### src/rtl/fb_triple_buffer_ctrl.sv
// Triple-buffer scheduler for the frame store shared by the capture writer
// and the scan-out reader. Three buffer indices (writer W, reader R, latest
// L) are always a permutation of {0,1,2}; the writer swaps W<->L when it
// completes a frame, and the reader swaps R<->L at its frame start when a
// newer complete frame is waiting. Base addresses, status and the
// drop/repeat statistics are all registered.
module fb_triple_buffer_ctrl #(
   parameter int unsigned           ADDR_W      = 32,
   parameter int unsigned           CNT_W       = 16,
   parameter logic [ADDR_W-1:0]     BASE_ADDR   = 32'h0000_0000,
   parameter logic [ADDR_W-1:0]     FRAME_BYTES = 32'h0040_0000
) (
   input  logic              clk,
   input  logic              reset,
   input  logic              enable,
   input  logic              clear_counts,
   input  logic              wr_frame_start,
   input  logic              wr_frame_done,
   input  logic              rd_frame_start,
   output logic [ADDR_W-1:0] wr_base,
   output logic [ADDR_W-1:0] rd_base,
   output logic [1:0]        wr_idx,
   output logic [1:0]        rd_idx,
   output logic [1:0]        lat_idx,
   output logic              latest_valid,
   output logic              irq_new_frame,
   output logic              wr_seq_err,
   output logic [CNT_W-1:0]  drop_count,
   output logic [CNT_W-1:0]  repeat_count
);

   typedef enum logic [0:0] {
      ST_IDLE   = 1'b0,
      ST_ACTIVE = 1'b1
   } wr_state_t;

   // Byte address of buffer idx; arithmetic wraps modulo 2^ADDR_W.
   function automatic logic [ADDR_W-1:0] base_of(input logic [1:0] idx);
      logic [ADDR_W-1:0] b;
      case (idx)
         2'd0:    b = BASE_ADDR;
         2'd1:    b = BASE_ADDR + FRAME_BYTES;
         2'd2:    b = BASE_ADDR + {FRAME_BYTES[ADDR_W-2:0], 1'b0};
         default: b = BASE_ADDR;
      endcase
      return b;
   endfunction

   // Saturating counter step with clear taking priority over increment.
   function automatic logic [CNT_W-1:0] cnt_next(input logic [CNT_W-1:0] cnt,
                                                 input logic clr,
                                                 input logic inc);
      logic [CNT_W-1:0] n;
      if (clr) begin
         n = {CNT_W{1'b0}};
      end else if (inc && (cnt != {CNT_W{1'b1}})) begin
         n = cnt + {{(CNT_W-1){1'b0}}, 1'b1};
      end else begin
         n = cnt;
      end
      return n;
   endfunction

   wr_state_t         state_r;
   wr_state_t         state_nxt_s;
   logic [1:0]        w_r, r_r, l_r;
   logic [1:0]        w_nxt_s, r_nxt_s, l_nxt_s, l_mid_s;
   logic              new_flag_r;
   logic              flag_mid_s, flag_nxt_s;
   logic              accept_s, seq_ev_s, drop_inc_s, rep_inc_s;
   logic              latest_valid_r, irq_r, seq_err_r;
   logic [CNT_W-1:0]  drop_r, repeat_r;
   logic [ADDR_W-1:0] wr_base_r, rd_base_r;

   // Decode writer/reader events and derive the next index permutation;
   // the writer swap is applied before the reader swap in the same cycle.
   always_comb begin
      accept_s    = 1'b0;
      seq_ev_s    = 1'b0;
      state_nxt_s = state_r;
      if (!enable) begin
         state_nxt_s = ST_IDLE;
      end else begin
         case (state_r)
            ST_IDLE: begin
               if (wr_frame_done) begin
                  seq_ev_s = 1'b1;
               end else begin
                  seq_ev_s = 1'b0;
               end
               if (wr_frame_start) begin
                  state_nxt_s = ST_ACTIVE;
               end else begin
                  state_nxt_s = ST_IDLE;
               end
            end
            ST_ACTIVE: begin
               if (wr_frame_done) begin
                  accept_s    = 1'b1;
                  state_nxt_s = wr_frame_start ? ST_ACTIVE : ST_IDLE;
               end else if (wr_frame_start) begin
                  seq_ev_s    = 1'b1;
                  state_nxt_s = ST_ACTIVE;
               end else begin
                  state_nxt_s = ST_ACTIVE;
               end
            end
            default: begin
               state_nxt_s = ST_IDLE;
            end
         endcase
      end

      // Writer stage: hand the completed buffer over as latest.
      if (accept_s) begin
         w_nxt_s    = l_r;
         l_mid_s    = w_r;
         flag_mid_s = 1'b1;
      end else begin
         w_nxt_s    = w_r;
         l_mid_s    = l_r;
         flag_mid_s = new_flag_r;
      end
      drop_inc_s = accept_s & new_flag_r;

      // Reader stage: take the newest frame if one is pending, else repeat.
      r_nxt_s    = r_r;
      l_nxt_s    = l_mid_s;
      flag_nxt_s = flag_mid_s;
      rep_inc_s  = 1'b0;
      if (enable && rd_frame_start) begin
         if (flag_mid_s) begin
            r_nxt_s    = l_mid_s;
            l_nxt_s    = r_r;
            flag_nxt_s = 1'b0;
         end else begin
            rep_inc_s  = 1'b1;
         end
      end else begin
         rep_inc_s  = 1'b0;
      end
   end

   // Writer FSM, buffer rotation and status flags.
   always_ff @(posedge clk or posedge reset) begin
      if (reset) begin
         state_r        <= ST_IDLE;
         w_r            <= 2'd0;
         r_r            <= 2'd1;
         l_r            <= 2'd2;
         new_flag_r     <= 1'b0;
         latest_valid_r <= 1'b0;
         irq_r          <= 1'b0;
         seq_err_r      <= 1'b0;
      end else begin
         state_r        <= state_nxt_s;
         w_r            <= w_nxt_s;
         r_r            <= r_nxt_s;
         l_r            <= l_nxt_s;
         new_flag_r     <= flag_nxt_s;
         latest_valid_r <= latest_valid_r | accept_s;
         irq_r          <= accept_s;
         seq_err_r      <= seq_err_r | seq_ev_s;
      end
   end

   // Saturating drop/repeat statistics.
   always_ff @(posedge clk or posedge reset) begin
      if (reset) begin
         drop_r   <= {CNT_W{1'b0}};
         repeat_r <= {CNT_W{1'b0}};
      end else begin
         drop_r   <= cnt_next(drop_r, clear_counts, drop_inc_s);
         repeat_r <= cnt_next(repeat_r, clear_counts, rep_inc_s);
      end
   end

   // Base addresses follow their index one cycle later.
   always_ff @(posedge clk or posedge reset) begin
      if (reset) begin
         wr_base_r <= base_of(2'd0);
         rd_base_r <= base_of(2'd1);
      end else begin
         wr_base_r <= base_of(w_r);
         rd_base_r <= base_of(r_r);
      end
   end

   assign wr_base       = wr_base_r;
   assign rd_base       = rd_base_r;
   assign wr_idx        = w_r;
   assign rd_idx        = r_r;
   assign lat_idx       = l_r;
   assign latest_valid  = latest_valid_r;
   assign irq_new_frame = irq_r;
   assign wr_seq_err    = seq_err_r;
   assign drop_count    = drop_r;
   assign repeat_count  = repeat_r;

endmodule

### config.mk
export PLATFORM = sky130hd
export DESIGN_NAME = fb_triple_buffer_ctrl
export DESIGN_NICKNAME = d
export VERILOG_FILES = /design/src/rtl/fb_triple_buffer_ctrl.sv
export SDC_FILE = /design/constraint.sdc
export NUM_CORES = 1
export LEC_CHECK = 0
export CAP_MARGIN = 25
export CORE_UTILIZATION = 40
export CTS_CLUSTER_DIAMETER = 150
export DETAILED_ROUTE_END_ITERATION = 7
export PLACE_DENSITY = 0.71
export SETUP_SLACK_MARGIN = 0.5
export SLEW_MARGIN = 30
export SYNTH_ARGS = -nofsm -noshare
export SYNTH_HDL_FRONTEND = slang
export SYNTH_SLANG_ARGS = --single-unit
### constraint.sdc
create_clock -name clk -period 2 [get_ports clk]
set_input_delay 0.3 -clock clk [delete_from_list [all_inputs] [get_ports clk]]
set_output_delay 0.3 -clock clk [all_outputs]
set_load 0.05 [all_outputs]
==> impl_metrics.env, run 1 <==
export IMPL_status="finished clean"
export IMPL_drc=0
export IMPL_place_area_um2=3590
export IMPL_portBuffers=51
export IMPL_ff2ff_path_depth=6
export IMPL_start_util=0.411
export IMPL_ys_async_sr_fraction=1.00
export IMPL_grt_pass1_vias=2461
export IMPL_synth_top_area_share=0.371
export IMPL_fin_worst_skew_ps=6.29
export IMPL_routabilityCongestion=0.791
export IMPL_routedWlPerCell_um=13.9
export IMPL_antenna_left=0
export IMPL_path_clk_slew_ps=90
export IMPL_cts_sinks=47
export IMPL_r2r_end="repeat_count[6]$_DFFE_PP0P_"
export IMPL_synth_area_top_cells="dfrtp_1 (37%), buf_4 (16%), a21oi_1 (4.6%)"
export IMPL_dr_pass1_iters=4
export IMPL_antenna_found_initial=0
export IMPL_period_share=0.856
export IMPL_timing_fmax_mhz=584
export IMPL_vdd_drop_max_v=0.000495
export IMPL_fin_nets=430
export IMPL_rows=31
export IMPL_holdCritStartpoint="rd_frame_start"
export IMPL_layout_drive_gt1_share=0.509
export IMPL_grt_pass1_wl_um=11600
export IMPL_drt_wl_total_um=7230
export IMPL_final_area_um2=4240
export IMPL_ios=112
export IMPL_routed_via_density=5.08
export IMPL_grt_start_max_net_pins=48
export IMPL_min_path_type="primary input to flop"
export IMPL_dp_hpwl_um=4260
export IMPL_ys_ff_latch=47
export IMPL_vias=2645
export IMPL_start_kind="flop"
export IMPL_synthCells=312
export IMPL_yosysUniqueCellTypes=40
export IMPL_arrival_ps=1900
export IMPL_dieArea_um2=7770
export IMPL_overflow=0
export IMPL_die_w_um=88.1
export IMPL_h_tree_depth=2
export IMPL_syn2layout_area_growth_pct=42.9
export IMPL_fin_total_pwr_uw=2690
export IMPL_synthFlopType="dfrtp_1"
export IMPL_period_needed_ps=1710
export IMPL_crit_path_frequent_cell="nor4_4"
export IMPL_tritoncts="done"
export IMPL_avgSynthCellArea_um2=9.51
export IMPL_maxSlewViolCount=0
export IMPL_final_setup_viol_count=0
export IMPL_required_ps=2190
export IMPL_first_iter_violations=108
export IMPL_powerDensity_nw_per_um2=635
export IMPL_synth_warnings=0
export IMPL_tns_ps=0
export IMPL_finalHoldViolations=0
export IMPL_die_h_um=88.1
export IMPL_cts_buffers=5
export IMPL_hold_path_end="new_flag_r$_DFF_PP0_"
export IMPL_synth_area_leader_cell="dfrtp_1"
export IMPL_rsz0062_at_grt="yes"
export IMPL_syn_area_um2=2970
export IMPL_final_util=0.588
export IMPL_reg2reg_slack_ps=290
export IMPL_yosysSeqAreaShare=0.398
export IMPL_max_stage_delay_ps=420
export IMPL_min_path_cells=2
export IMPL_path_cells="ha_4 > nand4_4 > nor4_4 > buf_4 > nor4_4 > mux2_4"
export IMPL_power_leakage_uw=0.00186
export IMPL_clockBufferDepth=2
export IMPL_num_antenna_cells=0
export IMPL_cp_max_fo=5
export IMPL_synth_edf_count=0
export IMPL_critPathCaptureType="flop"
export IMPL_track_usage=0.192
export IMPL_r2r_start="repeat_count[1]$_DFFE_PP0P_"
export IMPL_drv_cap=0
export IMPL_core_area_um2=7210
export IMPL_cts_root_buf="clkbuf_8"
export IMPL_critPathKind="flop to flop"
export IMPL_insertion_delay_ps=310
export IMPL_crit_slowest_cell="dfrtp_2"
==> registers in the layout (all words and copies together) (netlist names) <==
name           cells
drop_count        16
rd_idx             2
irq_new_frame      1
state_r            1
wr_seq_err         1
wr_idx             2
new_flag_r         1
repeat_count      16
latest_valid       1
wr_base            2
rd_base            2
lat_idx            2
==> cell usage after synthesis (3+ instances only) <==
library cell and n:
nor2b_1 13, and4_1 7, buf_4 62, nand2b_1 3, nor2_1 13, o21ai_0 8
mux2i_1 3, nand3_1 13, nand4_2 4, or3_1 9, a21oi_1 27, dfrtp_1 44
nand2_1 20, or4_1 14, nor4_1 4, mux2_2 4, mux2_1 3, nand4_1 7
dfstp_2 3, nor3_1 3, inv_1 5, clkbuf_1 4, o31ai_1 17
==> worst max-delay path: cells and delay by family (launching register included) <==
| family | cells | cell delay (ps) |
|---|---|---|
| multiplexers | 1 | 300 |
| flip-flops | 1 | 420 |
| AND/OR/NAND/NOR | 3 | 500 |
| adder cells (fa/ha/maj) | 1 | 180 |
| buffers and inverters | 1 | 200 |
==> worst max path at each step <==
stage                     slack (ps)                        start                      endpoint  cells past startpoint
after floorplan                  240  repeat_count[8]$_DFFE_PP0P_  repeat_count[14]$_DFFE_PP0P_                      4
after global placement           -60                       enable     drop_count[6]$_DFFE_PP0P_                      5
after detailed placement        -120                       enable    drop_count[15]$_DFFE_PP0P_                      5
after CTS                        290        rd_idx[0]$_DFFE_PP1P_                     rd_idx[0]                      1
after global routing             200  repeat_count[1]$_DFFE_PP0P_   repeat_count[6]$_DFFE_PP0P_                      6
final                            290  repeat_count[1]$_DFFE_PP0P_   repeat_count[6]$_DFFE_PP0P_                      6
==> area by class of cell <==
class,instances,area [um2]
Multi-Input combinational cell,254,1870
Timing Repair Buffer,108,907
Sequential cell,47,1220
Inverter,5,18.8
Clock buffer,6,82.6
Tap cell,99,124
Clock inverter,2,16.3
Fill cell,618,2970
==> per-stage QoR <==
step                instances  worst slack, ps  hold WS (ps)
floorplan                 371              239           385
global placement          468            -62.4           449
detailed placement        468             -119           455
CTS                       515              288           350
global route              521              200           355
finish                    521              289           338
==> cell usage in the layout (no fill, tap or decap), drive strengths merged <==
cell,instances
nor3b,1
mux2,7
nand4,13
nor3,5
ha,2
nand2b,3
clkdlybuf4s15,23
clkbuf,9
or2,1
or4,14
o21ai,8
o31ai,17
mux2i,3
dfstp,3
dfrtp,44
clkinv,1
a21o,2
and4,8
and3b,1
conb,60
clkdlybuf4s50,3
a21oi,27
nor2b,13
and3,1
nor4,6
or3,9
nand3,14
clkinvlp,1
and2,2
o211ai,1
inv,5
dlygate4sd2,4
nand2,22
nor2,13
o21a,1
buf,75
==> power breakdown <==
| group | switching (uW) | total [uW] | internal, uW |
|---|---|---|---|
| registers | 71.6 | 1140 | 1070 |
| logic | 730 | 928 | 198 |
| clock network | 345 | 627 | 283 |
| total | 1150 | 2690 | 1550 |
==> repair_timing <==
item | CTS | global route
resized for setup | 154 | 77
gates cloned | 2 | 0
pin swaps | 27 | 17
setup buffers | 37 | 6
endpoints found under the setup margin | 74 | 55
hold buffers | 0 | 0
==> cell families after synthesis <==
| kind of cell | Yosys count | synth area share |
|---|---|---|
| and+or+nand+nor | 124 | 0.272 |
| buffers and inverters | 72 | 0.172 |
| AOI/OAI and AO/OA | 56 | 0.112 |
| DFF | 47 | 0.398 |
| muxes | 10 | 0.0367 |
| adders and majority gates | 2 | 0.00843 |
| other | 1 | 0.00126 |
==> layer usage <==
layer	share of wire	GRT usage	vias up
met1	0.42	0.246	1309
met5	0	0	-
met4	0.012	0.0645	0
met2	0.52	0.323	84
li1	-	-	1241
met3	0.045	0.0396	11
Power figures use the tool's default switching activity.
==> inputs of run 2 (changes only) <==
--- a/config.mk
+++ b/config.mk
@@ -6,8 +6,8 @@
 export NUM_CORES = 1
 export LEC_CHECK = 0
 export CAP_MARGIN = 25
+export CORE_ASPECT_RATIO = 0.7
 export CORE_UTILIZATION = 40
-export CTS_CLUSTER_DIAMETER = 150
 export DETAILED_ROUTE_END_ITERATION = 7
 export PLACE_DENSITY = 0.71
 export SETUP_SLACK_MARGIN = 0.5
==> run 2 against run 1 <==
Against the previous run:
- flip-flop and latch count did not move
- combinational power barely moved
- total power fell by 0.83%
- largest power group unchanged
- design area rose by 0.62%
- critical path depth did not move
- critical endpoint is now repeat_count[3]$_DFFE_PP0P_
- clock power fell by 3.5%
- global-route usage rose by 0.32 points
- worst setup slack improved by 70 ps
- clock skew rose by 8.9 ps
- routed wire length rose by 4.6%
==> impl_metrics.env, run 2 (synthesized netlist as in run 1, its figures left out) <==
export IMPL_vias=2674
export IMPL_rsz0062_at_grt="yes"
export IMPL_final_common_cell="conb_1"
export IMPL_start_util=0.427
export IMPL_grt_pass1_vias=2394
export IMPL_dieArea_um2=7770
export IMPL_routed_via_density=5.13
export IMPL_die_h_um=74.1
export IMPL_switching_share=0.432
export IMPL_antenna_found_initial=0
export IMPL_period_needed_ps=1640
export IMPL_powerDensity_nw_per_um2=626
export IMPL_path_clk_slew_ps=90
export IMPL_combPwrFrac=0.348
export IMPL_nFillCells=612
export IMPL_r2r_start="repeat_count[12]$_DFFE_PP0P_"
export IMPL_period_share=0.820
export IMPL_dp_hpwl_um=4500
export IMPL_die_w_um=105
export IMPL_grt_start_max_net_pins=41
export IMPL_routabilityCongestion=0.853
export IMPL_crit_path_start="repeat_count[12]$_DFFE_PP0P_"
export IMPL_overflow=0
export IMPL_cts_sinks=47
export IMPL_cp_max_fo=7
export IMPL_fin_total_pwr_uw=2670
export IMPL_drt_wl_total_um=7560
export IMPL_drc=0
export IMPL_dr_pass1_iters=4
export IMPL_antenna_left=0
export IMPL_start_kind="flop"
export IMPL_num_antenna_cells=0
export IMPL_tns_ps=0
export IMPL_multi_input_area_um2=1870
export IMPL_instances_no_fill=521
export IMPL_clockBufferDepth=2
export IMPL_layout_drive_gt1_share=0.508
export IMPL_fin_worst_skew_ps=15.2
export IMPL_first_iter_violations=88
export IMPL_portBuffers=51
export IMPL_p_sw_uw=1150
export IMPL_critPathCaptureType="flop"
export IMPL_regArea_um2=1220
export IMPL_cts_buffers=5
export IMPL_p_seq_frac=0.426
export IMPL_pre_cts_ws_ps=-31.4
export IMPL_final_cell_mix="conb_1 (60), buf_4 (57), dfrtp_2 (32)"
export IMPL_vdd_drop_max_v=0.000545
export IMPL_drv_cap=0
export IMPL_arrival_ps=1870
export IMPL_dpl_cell_count=464
export IMPL_syn2layout_area_growth_pct=43.8
export IMPL_timing_fmax_mhz=609
export IMPL_track_usage=0.195
export IMPL_status="finished clean"
export IMPL_clock_power_share=0.227
export IMPL_critPathKind="flop to flop"
export IMPL_finalHoldViolations=0
export IMPL_required_ps=2230
export IMPL_min_path_type="primary input to asynchronous set/reset pin"
export IMPL_cts_root_buf="clkbuf_8"
export IMPL_maxSlewViolCount=0
export IMPL_grt_pass1_wl_um=12000
export IMPL_power_internal_uw=1520
export IMPL_final_setup_viol_count=0
export IMPL_routedWlPerCell_um=14.5
export IMPL_h_tree_depth=2
export IMPL_finalWorstSetupSlack_ps=359
export IMPL_core_area_um2=6940
export IMPL_insertion_delay_ps=310
export IMPL_ios=112
export IMPL_fin_nets=435
export IMPL_rows=25
export IMPL_tritoncts="done"
export IMPL_power_leakage_uw=0.00189
[run 2: cell count changes in the layout (fill, tap and decap cells not counted), sizes merged]
cell,change
buf,+6
clkbuf,-1
clkdlybuf4s15,-1
clkdlybuf4s50,+1
clkinv,-1
clkinvlp,+1
inv,+1
nand4,-1
[run 2: cell type report]
type | count | area share
multi-input combinational | 253 | 0.439
sequential | 47 | 0.286
timing repair buffer | 114 | 0.221
tap | 94 | 0.0276
clock buffer | 5 | 0.0161
clock inverter | 3 | 0.00557
inverter | 5 | 0.00440
[run 2: final timing paths]
path,slack (ps),to,depth (start not counted)
worst max register to register,360,repeat_count[3]$_DFFE_PP0P_,6
max in group asynchronous,1150,drop_count[0]$_DFFE_PP0P_,3
worst min-delay path,320,rd_base[23]$_DFF_PP0_,2
min in group clk,450,new_flag_r$_DFF_PP0_,3
worst min register to register,470,rd_base[22]$_DFF_PP1_,1
worst max-delay path,360,repeat_count[3]$_DFFE_PP0P_,6
[run 2: what timing repair did]
item | in CTS | in global routing
endpoints found under the hold margin | 0 | 0
pin swaps | 28 | 17
setup endpoints to repair | 76 | 53
resized for setup | 157 | 69
hold buffers | 0 | 0
gates cloned | 1 | 0
buffers inserted | 42 | 6
[run 2: critical path: stages (launching register included)]
cell and delay [ps]:
dfrtp_2 430, nand4_1 110, buf_4 170, nor4_4 420
buf_4 230, o31ai_1 70, a21oi_1 140
[run 2: power by group through the flow]
stage	sequential, uW	combinational [uW]	clock [uW]
finish	1140	928	605
global route	1160	975	660
CTS	1140	931	623
detailed placement	1160	950	0
global placement	1160	945	0
floorplan	1490	464	0
[run 2: per-stage QoR]
step                cell area (um2)   util  hold slack, ps
global placement               3590  0.518             448
CTS                            4200  0.605             324
detailed placement             3590  0.518             459
global route                   4270  0.614             380
finish                         4270  0.614             320
floorplan                      3320      -             385
[run 2: per-layer routing]
| metal | GRT usage | wire length (um) | vias up | part of all wire |
|---|---|---|---|---|
| met5 | 0 | 0 | - | 0 |
| met4 | 0.0657 | 38 | 0 | 0.0050 |
| met3 | 0.0368 | 375 | 6 | 0.050 |
| met2 | 0.324 | 3760 | 88 | 0.50 |
| met1 | 0.262 | 3390 | 1336 | 0.45 |
| li1 | - | - | 1244 | - |
==> inputs of run 3 (changes only) <==
--- a/config.mk
+++ b/config.mk
@@ -9,7 +9,7 @@
 export CORE_ASPECT_RATIO = 0.7
 export CORE_UTILIZATION = 40
 export DETAILED_ROUTE_END_ITERATION = 7
-export PLACE_DENSITY = 0.71
+export PLACE_DENSITY = 0.74
 export SETUP_SLACK_MARGIN = 0.5
 export SLEW_MARGIN = 30
 export SYNTH_ARGS = -nofsm -noshare
==> constraint.sdc (replaced) <==
create_clock -name clk -period 1.4 [get_ports clk]
set_input_delay 0.21 -clock clk [delete_from_list [all_inputs] [get_ports clk]]
set_output_delay 0.21 -clock clk [all_outputs]
set_load 0.05 [all_outputs]
==> run 3 against run 2 <==
Against the previous run:
- the run now ends with setup timing left
- routed wire length increased by 76%
- critical path depth is 2 higher
- worst setup slack got worse by 740 ps
- combinational power is 120% higher
- total power grew 89%
- maximum frequency down 8.0%
- register-to-register slack got worse by 740 ps
- hold slack got worse by 10 ps
- critical endpoint is now repeat_count[1]$_DFFE_PP0P_
- largest power group is now combinational logic
==> impl_metrics.env, run 3 (synthesized netlist as in run 1, its figures left out) <==
export IMPL_ff2ff_path_depth=8
export IMPL_regArea_um2=1220
export IMPL_grt_start_max_net_pins=48
export IMPL_h_tree_depth=2
export IMPL_rsz0062_at_grt="yes"
export IMPL_switching_share=0.394
export IMPL_antenna_found_initial=0
export IMPL_dieArea_um2=7770
export IMPL_drt_wl_total_um=13300
export IMPL_crit_slowest_cell="dfrtp_2"
export IMPL_violations="setup timing"
export IMPL_track_usage=0.272
export IMPL_critPathTopFamily="simple AND/OR/NAND/NOR gates"
export IMPL_die_h_um=74.1
export IMPL_fin_nets=515
export IMPL_syn2layout_area_growth_pct=97.3
export IMPL_grt_pass1_wl_um=16300
export IMPL_timing_fmax_mhz=561
export IMPL_r2r_end="repeat_count[1]$_DFFE_PP0P_"
export IMPL_routabilityCongestion=0.844
export IMPL_layout_drive_gt1_share=0.671
export IMPL_max_stage_delay_ps=440
export IMPL_required_ps=1610
export IMPL_insertion_delay_ps=330
export IMPL_arrival_ps=1990
export IMPL_path_clk_slew_ps=110
export IMPL_final_common_cell="buf_4"
export IMPL_rows=25
export IMPL_tns_ps=-8830
export IMPL_status="complete, but fails checks"
export IMPL_period_share=1.27
export IMPL_critPathBufInv=3
export IMPL_final_setup_viol_count=34
export IMPL_clock_power_share=0.253
export IMPL_period_needed_ps=1780
export IMPL_crit_path_start="repeat_count[0]$_DFFE_PP0P_"
export IMPL_r2r_start="repeat_count[0]$_DFFE_PP0P_"
export IMPL_die_w_um=105
export IMPL_final_util=0.843
export IMPL_vias=3444
export IMPL_power_leakage_uw=0.00252
export IMPL_combPwrFrac=0.410
export IMPL_cts_buffers=5
export IMPL_first_iter_violations=294
export IMPL_p_seq_frac=0.338
export IMPL_cp_max_fo=4
export IMPL_vdd_drop_max_v=0.00162
export IMPL_dpl_cell_count=540
export IMPL_final_cell_mix="buf_4 (77), buf_6 (65), conb_1 (60)"
export IMPL_critPathKind="flop to flop"
export IMPL_p_sw_uw=1990
export IMPL_fin_worst_skew_ps=9.21
export IMPL_crit_path_frequent_cell="buf_4"
export IMPL_fin_total_pwr_uw=5050
export IMPL_drc=0
export IMPL_min_path_type="primary input to asynchronous set/reset pin"
export IMPL_power_internal_uw=3060
export IMPL_pre_cts_ws_ps=-586
export IMPL_antenna_left=0
export IMPL_tritoncts="done"
export IMPL_reg2reg_slack_ps=-380
export IMPL_core_area_um2=6940
export IMPL_multi_input_area_um2=2040
export IMPL_critPathCaptureType="flop"
export IMPL_critical_path_endpoint="repeat_count[1]$_DFFE_PP0P_"
export IMPL_grt_pass1_vias=3169
export IMPL_dp_hpwl_um=5810
export IMPL_dr_pass1_iters=5
export IMPL_path_cells="ha_4 > and4_4 > buf_4 > nand4_1 > buf_4 > buf_4 > nand3_1 > a21oi_1"
export IMPL_cts_sinks=47
export IMPL_clockBufferDepth=2
export IMPL_portBuffers=51
export IMPL_start_kind="flop"
export IMPL_finalWorstSetupSlack_ps=-383
export IMPL_start_util=0.427
export IMPL_ios=112
export IMPL_routed_via_density=5.73
export IMPL_powerDensity_nw_per_um2=862
export IMPL_nFillCells=314
export IMPL_cts_root_buf="clkbuf_8"
export IMPL_maxSlewViolCount=0
export IMPL_drv_cap=0
export IMPL_cp_num_cells=8
export IMPL_instances_no_fill=601
export IMPL_overflow=0
export IMPL_routedWlPerCell_um=22.1
export IMPL_num_antenna_cells=0
export IMPL_finalHoldViolations=0
[run 3: timing repair]
| action | CTS | global route |
|---|---|---|
| resized for setup | 83 | 81 |
| pin swaps | 35 | 26 |
| setup buffers | 28 | 25 |
| hold buffers | 0 | 0 |
| setup endpoints to repair | 88 | 89 |
[run 3: layer usage]
metal / global-route usage / share of wire / vias to the layer above
li1: - / - / 1407
met1: 0.327 / 0.39 / 1718
met2: 0.484 / 0.49 / 247
met3: 0.0482 / 0.072 / 72
met4: 0.135 / 0.052 / 0
met5: 0 / 0 / -
[run 3: worst register-to-register path, delay by kind of cell, from the launching register on]
| kind | cells | cell delay [ps] |
|---|---|---|
| AOI/OAI and AO/OA | 1 | 100 |
| and+or+nand+nor | 3 | 520 |
| DFF | 1 | 440 |
| adders and majority gates | 1 | 200 |
| buffers and inverters | 3 | 410 |
[run 3: power groups by stage]
stage | Sequential (uW) | Combinational (uW) | Clock [uW]
after CTS | 1680 | 1910 | 1230
final | 1710 | 2070 | 1280
after floorplan | 2140 | 671 | 0
after global placement | 1740 | 1670 | 0
after detailed placement | 1750 | 1690 | 0
after global routing | 1720 | 2120 | 1320
[run 3: metrics by stage]
step                      hold slack, ps  cell area [um2]
final                                309             5860
after global routing                 338             5860
after CTS                            308             5310
after detailed placement             475             4640
after global placement               470             4640
after floorplan                      231             3340
[run 3: cell type report]
type                       count  area share
timing repair buffer         195       0.394
multi-input combinational    252       0.349
sequential                    47       0.209
tap                           94      0.0201
clock buffer                   5      0.0118
clock inverter                 3      0.0115
inverter                       5     0.00427
[run 3: worst min-delay path by stage]
stage	from	endpoint	slack, ps	cells after the start
floorplan	reset	irq_new_frame$_DFF_PP0_	230	1
global placement	rd_idx[1]$_DFFE_PP0P_	rd_base[22]$_DFF_PP1_	470	1
detailed placement	rd_idx[1]$_DFFE_PP0P_	rd_base[22]$_DFF_PP1_	480	1
CTS	reset	wr_base[22]$_DFF_PP0_	310	3
global route	reset	wr_base[23]$_DFF_PP0_	340	3
finish	reset	drop_count[13]$_DFFE_PP0P_	310	3
